## config.mk

```make
export PLATFORM = sky130hd
export DESIGN_NAME = pipeline_stage_ctrlr_flat
export DESIGN_NICKNAME = d
export VERILOG_FILES = /design/src/rtl/pipeline_stage_ctrlr_pkg.sv /design/src/rtl/pipeline_stage_ctrlr_if.sv /design/src/rtl/pipeline_stage_ctrlr_sat_counter.sv /design/src/rtl/pipeline_stage_ctrlr.sv /design/src/flat_wrapper.sv
export SDC_FILE = /design/constraint.sdc
export NUM_CORES = 1
export LEC_CHECK = 0
export BUFFER_PORTS_ARGS = -buffer_cell sky130_fd_sc_hd__clkbuf_2
export CAP_MARGIN = 20
export CELL_PAD_IN_SITES_DETAIL_PLACEMENT = 0
export CELL_PAD_IN_SITES_GLOBAL_PLACEMENT = 2
export CORE_MARGIN = 2
export CORE_UTILIZATION = 28
export DETAILED_ROUTE_END_ITERATION = 7
export GPL_TIMING_DRIVEN = 1
export PLACE_DENSITY = 0.83
export SYNTH_ARGS = -nofsm -noshare
export SYNTH_HDL_FRONTEND = slang
export SYNTH_SLANG_ARGS = --single-unit
```

## constraint.sdc

```tcl
create_clock -name clock -period 2 [get_ports clock]
set_input_delay 0.1 -clock clock [delete_from_list [all_inputs] [get_ports clock]]
set_output_delay 0.1 -clock clock [all_outputs]
set_load 0.01 [all_outputs]
```

## src/rtl/pipeline_stage_ctrlr_pkg.sv

```systemverilog
// pipeline_ctrl_pkg: shared encodings for the pipeline stage controller
//   state_t  : controller FSM states
//   act_t    : per-cycle pipeline action chosen by the FSM
//   EN_*     : bit positions inside the {pc,fd,de,em,mw} enable vector
//   act_en() : enable vector implied by an action
package pipeline_ctrl_pkg;

    localparam int TIMEOUT_DEF = 16;
    localparam int CNT_W_DEF   = 16;

    typedef enum logic [1:0] {
        RUN      = 2'd0,
        MEM_WAIT = 2'd1,
        DRAIN    = 2'd2,
        HALTED   = 2'd3
    } state_t;

    localparam int EN_PC = 4;
    localparam int EN_FD = 3;
    localparam int EN_DE = 2;
    localparam int EN_EM = 1;
    localparam int EN_MW = 0;

    typedef enum logic [2:0] {
        ACT_OFF,
        ACT_ADVANCE,
        ACT_FLUSH,
        ACT_BUBBLE,
        ACT_DRAIN,
        ACT_FREEZE
    } act_t;

    // Each action freezes a prefix of the pipe: FREEZE holds pc..em,
    // BUBBLE holds pc/fd, DRAIN holds only pc.
    function automatic logic [4:0] act_en(act_t a);
        logic [4:0] e;
        e        = '0;
        e[EN_MW] = a != ACT_OFF;
        e[EN_EM] = a != ACT_OFF && a != ACT_FREEZE;
        e[EN_DE] = e[EN_EM];
        e[EN_FD] = e[EN_EM] && a != ACT_BUBBLE;
        e[EN_PC] = e[EN_FD] && a != ACT_DRAIN;
        return e;
    endfunction

endpackage

```

## src/rtl/pipeline_stage_ctrlr_if.sv

```systemverilog
// pipeline_stage_ctrlr_if: hazard/memory status in, stage control and status out
//   master : datapath side, drives hazard/memory status, receives control
//   slave  : controller side
interface pipeline_stage_ctrlr_if
    import pipeline_ctrl_pkg::*;
#(
    parameter int CNT_W = CNT_W_DEF
);
    logic             w_stall;
    logic             w_branch_taken;
    logic             w_halt;
    logic             w_imem_ack;
    logic             w_dmem_req;
    logic             w_dmem_ack;
    logic [4:0]       w_stage_en_5;
    logic [3:0]       w_valid_4;
    logic [1:0]       w_state_2;
    logic             w_halted;
    logic             w_mem_err;
    logic [CNT_W-1:0] w_stall_cnt;
    logic [CNT_W-1:0] w_flush_cnt;

    modport master (
        output w_stall, w_branch_taken, w_halt, w_imem_ack, w_dmem_req, w_dmem_ack,
        input  w_stage_en_5, w_valid_4, w_state_2, w_halted, w_mem_err, w_stall_cnt, w_flush_cnt
    );

    modport slave (
        input  w_stall, w_branch_taken, w_halt, w_imem_ack, w_dmem_req, w_dmem_ack,
        output w_stage_en_5, w_valid_4, w_state_2, w_halted, w_mem_err, w_stall_cnt, w_flush_cnt
    );
endinterface

```

## src/rtl/pipeline_stage_ctrlr_sat_counter.sv

```systemverilog
// sat_counter: synchronous up-counter that sticks at all-ones
//   clock : clock
//   clear : synchronous clear, dominates inc
//   inc   : count one this cycle
//   count : current value
module sat_counter
    import pipeline_ctrl_pkg::*;
#(
    parameter int W = CNT_W_DEF
) (
    input  logic         clock,
    input  logic         clear,
    input  logic         inc,
    output logic [W-1:0] count
);
    always_ff @(posedge clock) begin
        if (clear)
            count <= '0;
        else if (inc && count != '1)
            count <= count + 1'b1;
    end
endmodule

```

## src/rtl/pipeline_stage_ctrlr.sv

```systemverilog
// pipeline_stage_ctrlr: stall/flush/halt controller for a 5-stage pipeline
//   clock   : rising-edge clock
//   reset_n : synchronous active-low reset
//   bus     : slave side of pipeline_stage_ctrlr_if
//             in  : w_stall, w_branch_taken, w_halt, w_imem_ack, w_dmem_req, w_dmem_ack
//             out : w_stage_en_5 {pc,fd,de,em,mw}, w_valid_4 {d,e,m,w}, w_state_2,
//                   w_halted, w_mem_err, w_stall_cnt, w_flush_cnt
module pipeline_stage_ctrlr
    import pipeline_ctrl_pkg::*;
#(
    parameter int TIMEOUT = TIMEOUT_DEF,
    parameter int CNT_W   = CNT_W_DEF
) (
    input  logic                  clock,
    input  logic                  reset_n,
    pipeline_stage_ctrlr_if.slave bus
);
    localparam int WAIT_W = $clog2(TIMEOUT + 1);

    state_t            state, state_n;
    act_t              act;
    logic [WAIT_W-1:0] wait_cnt, wait_n;
    logic [3:0]        valid, valid_n;
    logic              mem_err, err_set;
    logic              v_d, v_e, v_m, v_w;
    logic              ev_mw, ev_br, ev_lu, ev_hl, ev_im;
    logic [4:0]        en;

    assign {v_d, v_e, v_m, v_w} = valid;

    assign ev_mw = v_m & bus.w_dmem_req & ~bus.w_dmem_ack;
    assign ev_br = v_e & bus.w_branch_taken;
    assign ev_lu = v_d & bus.w_stall;
    assign ev_hl = v_d & bus.w_halt;
    assign ev_im = ~bus.w_imem_ack;

    always_ff @(posedge clock) begin
        if (!reset_n) begin
            state    <= RUN;
            valid    <= '0;
            wait_cnt <= '0;
            mem_err  <= 1'b0;
        end else begin
            state    <= state_n;
            valid    <= valid_n;
            wait_cnt <= wait_n;
            mem_err  <= mem_err | err_set;
        end
    end

    always_comb begin
        act     = ACT_OFF;
        state_n = state;
        wait_n  = '0;
        err_set = 1'b0;
        case (state)
            RUN, MEM_WAIT: begin
                // Once waiting, only the ack releases the freeze; the releasing
                // cycle is then handled exactly like a RUN cycle.
                if (state == MEM_WAIT ? ~bus.w_dmem_ack : ev_mw) begin
                    act     = ACT_FREEZE;
                    state_n = MEM_WAIT;
                    if (state == MEM_WAIT) begin
                        wait_n = wait_cnt + 1'b1;
                        if (wait_cnt == WAIT_W'(TIMEOUT - 1)) begin
                            state_n = HALTED;
                            err_set = 1'b1;
                        end
                    end
                end else begin
                    // Halt and a missing fetch word both stop the PC and feed a
                    // bubble into D; only halt also starts the drain.
                    act     = ev_br ? ACT_FLUSH : ev_lu ? ACT_BUBBLE :
                              (ev_hl | ev_im) ? ACT_DRAIN : ACT_ADVANCE;
                    state_n = (~ev_br & ~ev_lu & ev_hl) ? DRAIN : RUN;
                end
            end
            DRAIN: begin
                act     = ev_mw ? ACT_FREEZE : ev_br ? ACT_FLUSH : ACT_DRAIN;
                state_n = (ev_br & ~ev_mw) ? RUN :
                          (~v_e & ~v_m & ~v_w) ? HALTED : DRAIN;
            end
            HALTED: act = ACT_OFF;
        endcase
    end

    always_comb begin
        valid_n = '0;
        case (act)
            ACT_ADVANCE: valid_n = {bus.w_imem_ack, v_d, v_e, v_m};
            ACT_FLUSH:   valid_n = {2'b00, 1'b1, v_m};
            ACT_BUBBLE:  valid_n = {v_d, 1'b0, v_e, v_m};
            ACT_DRAIN:   valid_n = {1'b0, v_d, v_e, v_m};
            ACT_FREEZE:  valid_n = {v_d, v_e, v_m, 1'b0};
            default:     valid_n = '0;
        endcase
        // A memory timeout abandons whatever is still in flight.
        if (state_n == HALTED)
            valid_n = '0;
    end

    assign en = reset_n ? act_en(act) : '0;

    sat_counter #(.W(CNT_W)) u_stall_cnt (
        .clock (clock),
        .clear (~reset_n),
        .inc   (~en[EN_PC] & (state == RUN | state == MEM_WAIT)),
        .count (bus.w_stall_cnt)
    );

    sat_counter #(.W(CNT_W)) u_flush_cnt (
        .clock (clock),
        .clear (~reset_n),
        .inc   (act == ACT_FLUSH),
        .count (bus.w_flush_cnt)
    );

    assign bus.w_stage_en_5 = en;
    assign bus.w_valid_4    = valid;
    assign bus.w_state_2    = state;
    assign bus.w_halted     = state == HALTED;
    assign bus.w_mem_err    = mem_err;
endmodule

```

## src/flat_wrapper.sv

```systemverilog
// flat-port wrapper written by rule: the top's interface ports become plain ports
module pipeline_stage_ctrlr_flat import pipeline_ctrl_pkg::*;
#(
    parameter int TIMEOUT = TIMEOUT_DEF,
    parameter int CNT_W   = CNT_W_DEF
)
  (clock, reset_n, bus_w_stall, bus_w_branch_taken, bus_w_halt, bus_w_imem_ack, bus_w_dmem_req, bus_w_dmem_ack, bus_w_stage_en_5, bus_w_valid_4, bus_w_state_2, bus_w_halted, bus_w_mem_err, bus_w_stall_cnt, bus_w_flush_cnt);
  pipeline_stage_ctrlr_if #(.CNT_W(CNT_W)) bus_i ();
  input  logic clock;
  input  logic reset_n;
  input wire logic [$bits(bus_i.w_stall)-1:0] bus_w_stall;
  input wire logic [$bits(bus_i.w_branch_taken)-1:0] bus_w_branch_taken;
  input wire logic [$bits(bus_i.w_halt)-1:0] bus_w_halt;
  input wire logic [$bits(bus_i.w_imem_ack)-1:0] bus_w_imem_ack;
  input wire logic [$bits(bus_i.w_dmem_req)-1:0] bus_w_dmem_req;
  input wire logic [$bits(bus_i.w_dmem_ack)-1:0] bus_w_dmem_ack;
  output wire logic [$bits(bus_i.w_stage_en_5)-1:0] bus_w_stage_en_5;
  output wire logic [$bits(bus_i.w_valid_4)-1:0] bus_w_valid_4;
  output wire logic [$bits(bus_i.w_state_2)-1:0] bus_w_state_2;
  output wire logic [$bits(bus_i.w_halted)-1:0] bus_w_halted;
  output wire logic [$bits(bus_i.w_mem_err)-1:0] bus_w_mem_err;
  output wire logic [$bits(bus_i.w_stall_cnt)-1:0] bus_w_stall_cnt;
  output wire logic [$bits(bus_i.w_flush_cnt)-1:0] bus_w_flush_cnt;
  assign bus_i.w_stall = bus_w_stall;
  assign bus_i.w_branch_taken = bus_w_branch_taken;
  assign bus_i.w_halt = bus_w_halt;
  assign bus_i.w_imem_ack = bus_w_imem_ack;
  assign bus_i.w_dmem_req = bus_w_dmem_req;
  assign bus_i.w_dmem_ack = bus_w_dmem_ack;
  assign bus_w_stage_en_5 = bus_i.w_stage_en_5;
  assign bus_w_valid_4 = bus_i.w_valid_4;
  assign bus_w_state_2 = bus_i.w_state_2;
  assign bus_w_halted = bus_i.w_halted;
  assign bus_w_mem_err = bus_i.w_mem_err;
  assign bus_w_stall_cnt = bus_i.w_stall_cnt;
  assign bus_w_flush_cnt = bus_i.w_flush_cnt;
  pipeline_stage_ctrlr #(.TIMEOUT(TIMEOUT), .CNT_W(CNT_W)) u_core (.clock(clock), .reset_n(reset_n), .bus(bus_i));
endmodule
```

; Word level (Yosys, flattened, before mapping)
; Cells that the tools add are included.
[totals]
register_bits = 44
latchBits = 0
ramBits = 0
mem_bits_ro = 0
input_bits = 8
output_inout_bits = 45
elab_cells = 84
memories = 0
[classes]
add_sub_neg = 3
multipliers = 0
div_mod_pow = 0
n_lt_le_gt_ge = 0
n_eq_ne = 15
n_shift = 0
muxes = 21
bitwise_logic = 26
reduce_logical = 11
[ops]
columns = op, count
row1 = $add 16x1->16 const B, 2
row2 = $ne 16x16->1 const B, 2
row3 = $pmux 4 s5, 1
row4 = $mux 3, 6
row5 = $not 1->1, 12
row6 = $and 1x1->1, 11
row7 = $mux 2, 5
row8 = $pmux 3 s3, 1
row9 = $eq 2x2->1 const B, 3
row10 = $eq 3x2->1 const B, 2
row11 = $eq 3x3->1 const B, 2
row12 = $mux 1, 6
row13 = $ne 3x3->1 const B, 2
row14 = $add 5x1->5 const B, 1
row15 = $eq 5x4->1 const B, 1
row16 = $logic_and 1x1->1, 5
row17 = $mux 5, 1
row18 = $pmux 2 s2, 1
row19 = $reduce_and 4->1, 1
row20 = $reduce_or 2->1, 2
row21 = $eq 3x1->1 const B, 1
row22 = $ne 3x2->1 const B, 1
row23 = $or 1x1->1, 3
row24 = $reduce_bool 3->1, 1
row25 = 3 further kinds, 3

; Depth between registers and ports, before layout
[logic_depth]
depth_word = 15
depth_mapped = 7
depth_no_buf = 7

; By module
; From an unflattened synthesis, not the netlist that was laid out.
[unflattened]
cells_unflattened = 276
hier_area_um2 = 2398.6
[modules_own_cells]
columns = module, n_inst, cells_per_inst, area_per_inst_um2, seq_area_each_um2
row1 = sat_counter, 2, 99, 848.3, 320.3
row2 = pipeline_stage_ctrlr, 1, 78, 701.9, 240.2

; Least setup slack after synthesis
; OpenSTA, ideal clock, no wires.
[synth_path]
path_type = register to register
from = reg u_core.valid[2], in the netlist u_core.bus.w_valid_4[2]
to = reg u_core.u_stall_cnt.count[10]
setup_time_ns = 0.059
arrival_time_ns = 1.962
required_ns = 1.941
setup_slack_ns = -0.021
stages_incl_launch_ff = 7
n_path_buf = 1
period_less_slack_ns = 2.021
path_cell_list = dfxtp_1 > and2_1 > buf_6 > o32a_4 > or4_4 > or4_1 > nand2_1
[synth_between]
elab_chain_len = 12
[synth_lines]
columns = element, line
row1 = from (decl), pipeline_stage_ctrlr.sv:23  ; logic [3:0] valid, valid_n;
row2 = from (signal assigned), pipeline_stage_ctrlr.sv:45  ; valid <= valid_n;
row3 = $and 1x1->1 (*), pipeline_stage_ctrlr.sv:32  ; assign ev_br = v_e & bus.w_branch_taken;
row4 = $mux 3 (on tied branches), "pipeline_stage_ctrlr.sv:73, pipeline_stage_ctrlr.sv:79"
row5 = $mux 3 (on tied branches), "pipeline_stage_ctrlr.sv:60, pipeline_stage_ctrlr.sv:79"
row6 = $pmux 3 s3 (*), pipeline_stage_ctrlr.sv:56  ; case (state)
row7 = $ne 3x3->1 / $reduce_bool 3->1 (equally long branches), pipeline_stage_ctrlr_pkg.sv:39  ; e[EN_EM] = a != ACT_OFF && a != ACT_FREEZE;
row8 = $logic_and 1x1->1, pipeline_stage_ctrlr_pkg.sv:39
row9 = $logic_and 1x1->1, pipeline_stage_ctrlr_pkg.sv:41  ; e[EN_FD] = e[EN_EM] && a != ACT_BUBBLE;
row10 = $logic_and 1x1->1 (*), pipeline_stage_ctrlr_pkg.sv:42  ; e[EN_PC] = e[EN_FD] && a != ACT_DRAIN;
row11 = $mux 5 (*), pipeline_stage_ctrlr.sv:102  ; assign en = reset_n ? act_en(act) : '0;
row12 = $not 1->1 (*), pipeline_stage_ctrlr.sv:107  ; .inc (~en[EN_PC] & (state == RUN | state == MEM_WAIT)),
row13 = $and 1x1->1 (*), pipeline_stage_ctrlr.sv:107
row14 = $logic_and 1x1->1 (*), pipeline_stage_ctrlr_sat_counter.sv:19  ; else if (inc && count != '1)
row15 = to (signal assigned), pipeline_stage_ctrlr_sat_counter.sv:20  ; count <= count + 1'b1;
row16 = to (decl), pipeline_stage_ctrlr_sat_counter.sv:14  ; output logic [W-1:0] count
; Every way passes the cells marked *; elsewhere a longest branch is shown, timed or not.
; A chain may end at the register's enable or synchronous reset.

; Final worst setup path
; Same ends and word-level chain as after synthesis.

==> summary by stage <==
Run status
The flow ran to the end, and the final reports show no timing, DRC or antenna violations.

CTS
In this run the number of H-tree levels came out at 2. The later pin in the worst-skew pair is clocked with a latency of 0.30 ns. Clock-pin slew was measured on the worst setup and hold paths at 0.08 ns. The number of CTS-inserted buffers is 5.

The CTS sink count is 44. The clock passes through at most 2 buffers. The clock tree from TritonCTS is yes. The clock root buffer master is clkbuf_8.

Synth
Ranked by total cell area, the synthesized netlist is headed by dfxtp_1, nor2_1, xor2_1, nand2_1, nand4_1. The share of synthesized area occupied by flip-flops and latches is 38.4%. Synthesis inferred 44 register bits. The number of enable flip-flop cells after synthesis is 0. In this run the biggest area consumer among cell types represents 38.4% of the synthesized area. After synthesis, the netlist uses 46 different library cells. The number of nets in the synthesized netlist is 284. After synthesis, the share of flip-flops with an asynchronous set or reset is 0%. The number of warnings issued by yosys is 0. The post-synthesis instance total is 272. The combined area of all synthesized cells is 2290 sq um.

The synthesized design spends more area on one cell type than any other, namely dfxtp_1. The average cell area after synthesis is 8.44 sq um. The top flip-flop cell by instance count after synthesis is dfxtp_1.

Timing
The transition time of the tightest slew-check pin is 0.464 ns. On the final layout, the worst clock skew is 0.00907 ns. The remaining max-slew budget at the tightest pin is 68.7%. Derived from the worst setup path, the maximum achievable clock frequency is 524 MHz. The final number of max-transition violations is 0.

The post-route fraction of the period consumed by the critical path is 95.4%. On the final layout, the worst hold slack is 0.111 ns. Setup violations remaining at the end of the flow were counted as 0. The routed design could run at a clock period as short as 1.91 ns. Setup total negative slack on the finished layout was measured at 0 ns. The count of final hold-check violations came to 0.

Pwr
Summed over all cells, the static leakage comes to 1.26 nW. Across the VDD grid, the largest voltage drop is 0.241 mV. For this design the ratio of total power to cell area is 551 nW/um^2.

Min path
The hold path startpoint is reset_n. In this run the worst hold path is classified as input pin to flop.

Die
The die covers 8940 sq um. Once the floorplan was initialized, standard cells occupied 28.4% of the core. The chip height is 94.5 um.

The number of top-level design ports is 53. The floorplan step set the die width to 94.5 um. The number of placement rows is 33. The core region is 8090 sq um.

Global route
The overall global routing resource usage is 14.6%. The largest net degree at the start of global routing is 25. The remaining global-route overflow is 0. The first global-routing pass estimated 10400 um of wire. The number of global-route vias before repair came to 2191. The number of antenna violations at the first check in global routing was 0.

Cells and area
From synthesis to final layout, the design area changed by 30.6%. Leaving out fill and tap cells, the most frequent cells in the layout are clkbuf_2, dfxtp_1, nor2_1. Once layout is complete, the cells apart from fillers number 461.

The finished layout cell area is 3000 sq um. In the final layout, flip-flops and latches occupy 885 sq um. In the final layout, the share of cells above drive strength 1 is 29.5%. The fill cell instance count of the final layout is 898. In the final design database the tool counted 367 nets. The commonest non-fill, non-tap cell in the layout is clkbuf_2. At the end of the flow the core is filled with cells to 37.0%. The area used by multi-input combinational logic is 1370 sq um. The diode insertion count for antenna repair is 0.

Critical path
The critical path startpoint category is a flop. The launch point of the worst reg-to-reg path is u_core.bus.w_valid_4[2]$_SDFFE_PP0N_. STA puts the critical path data required time at 2.25 ns. The startpoint of the most critical setup path is u_core.bus.w_valid_4[2]$_SDFFE_PP0N_. The critical path goes through and2_1 > o32a_4 > or4_4 > or4_1 > nand2_1. Among all stages on the critical path, the largest delay is contributed by or4_4. The critical path class is flop to flop. Of all nets on the critical path, the largest fanout is 5. The stage delay of the slowest cell on the critical path is 0.51 ns. The kind of capture point of the worst setup path is a flop.

Data arrives at the worst endpoint at 2.15 ns.

Routing
The mean number of vias per cell is 4.97. The average wire per standard cell is 13.4 um. The total length of routed wires is 6190 um. The number of nets with antenna violations after detailed routing is 0. The first-pass detailed-route iteration total is 4. For this run, design rule violations remaining after detail routing come to 0. Across all layers, the routed design uses 2291 vias.

In this run, the number of DRC markers left after iteration 0 of detailed routing was 96.

Place
In this run the tool buffered the top-level ports with 52 buffer cells. The congestion estimate from routability-driven global placement came to 0.785. The number of placed cells counting well taps is 452. The placed wire-length estimate after detailed placement is 4720 um. Summing all placed instances gives a cell area of 2880 sq um.

Job
The count of max-cap constraint violations is 0.
## worst max-delay path: cells and delay by family, from the launching register on
kind            cells  cell delay (ns)
simple gates        4             1.13
flops               1             0.32
compound gates      1             0.41
## cell families after synthesis
family,count (synthesis),share of synthesized area (%)
buffers and inverters,14,2.78
adders and majority gates,4,2.18
and+or+nand+nor,145,34.1
xor gates and xnor gates,21,8.02
DFF,44,38.4
AOI/OAI and AO/OA,39,12.3
muxes,5,2.18
## flip-flops by register name, indices dropped and copies added, names as in the netlist
name and flops:
u_core.bus.w_valid_4 4, u_core.u_flush_cnt.count 16, u_core.u_stall_cnt.count 16, u_core.bus.w_state_2 2
u_core.wait_cnt 5, u_core.bus.w_mem_err 1
## power breakdown
| part | internal, W | leakage (nW) | total (W) | switching [W] |
|---|---|---|---|---|
| Combinational | 0.0000737 | 0.857 | 0.000169 | 0.0000958 |
| Sequential | 0.000886 | 0.356 | 0.000895 | 0.00000836 |
| Clock | 0.000276 | 0.0510 | 0.000589 | 0.000313 |
| Total | 0.00124 | 1.26 | 0.00165 | 0.000417 |
## cells in the mapped netlist (all sizes together) (2+ instances only)
library cell,number
a2111oi,2
a21oi,13
a31oi,3
and2,6
and3,11
and4,4
and4b,2
buf,2
clkbuf,6
dfxtp,44
ha,4
inv,5
mux2i,5
nand2,26
nand2b,6
nand3,13
nand4,13
nor2,33
nor2b,2
nor3,5
nor3b,3
nor4,2
nor4b,3
o211ai,3
o21ai,9
or3,6
or4,6
xnor2,7
xor2,14
## through the flow
step,setup WS [ns],total power [W]
finish,0.0914,0.00165
global route,-0.0124,0.00172
CTS,0.0506,0.00168
detailed placement,0.117,0.00108
global placement,0.125,0.00108
floorplan,0.0108,0.00100
## final timing paths
path                                                             endpoint  slack (ns)  cells after the start
worst max-delay path            u_core.u_stall_cnt.count[10]$_SDFFE_PN0P_        0.09                      5
worst min-delay path            u_core.u_stall_cnt.count[13]$_SDFFE_PN0P_        0.11                      3
worst max register to register  u_core.u_stall_cnt.count[10]$_SDFFE_PN0P_        0.09                      5
worst min register to register              u_core.wait_cnt[0]$_SDFF_PN0_        0.45                      1
## layout make-up
cell class                 count  share of cell area [%]
clock inverter                 2                   0.334
clock buffer                   6                    2.75
timing repair buffer          84                    16.7
sequential                    44                    29.5
multi-input combinational    214                    45.6
inverter                       6                   0.751
tap                          105                    4.38
## routing by layer
metal | share of wire [%] | global-route usage (%) | up-vias
li1 | - | - | 1154
met1 | 47 | 19.9 | 1086
met2 | 47 | 23.8 | 45
met3 | 5.0 | 2.87 | 6
met4 | 1.1 | 3.62 | 0
met5 | 0 | 0 | -
## timing repair
item | CTS | global route
hold buffers | 0 | 0
pin swaps | 0 | 2
resized for setup | 1 | 5
setup buffers | 0 | 1
endpoints found under the setup margin | 1 | 3
Power figures use the tool's default switching activity.
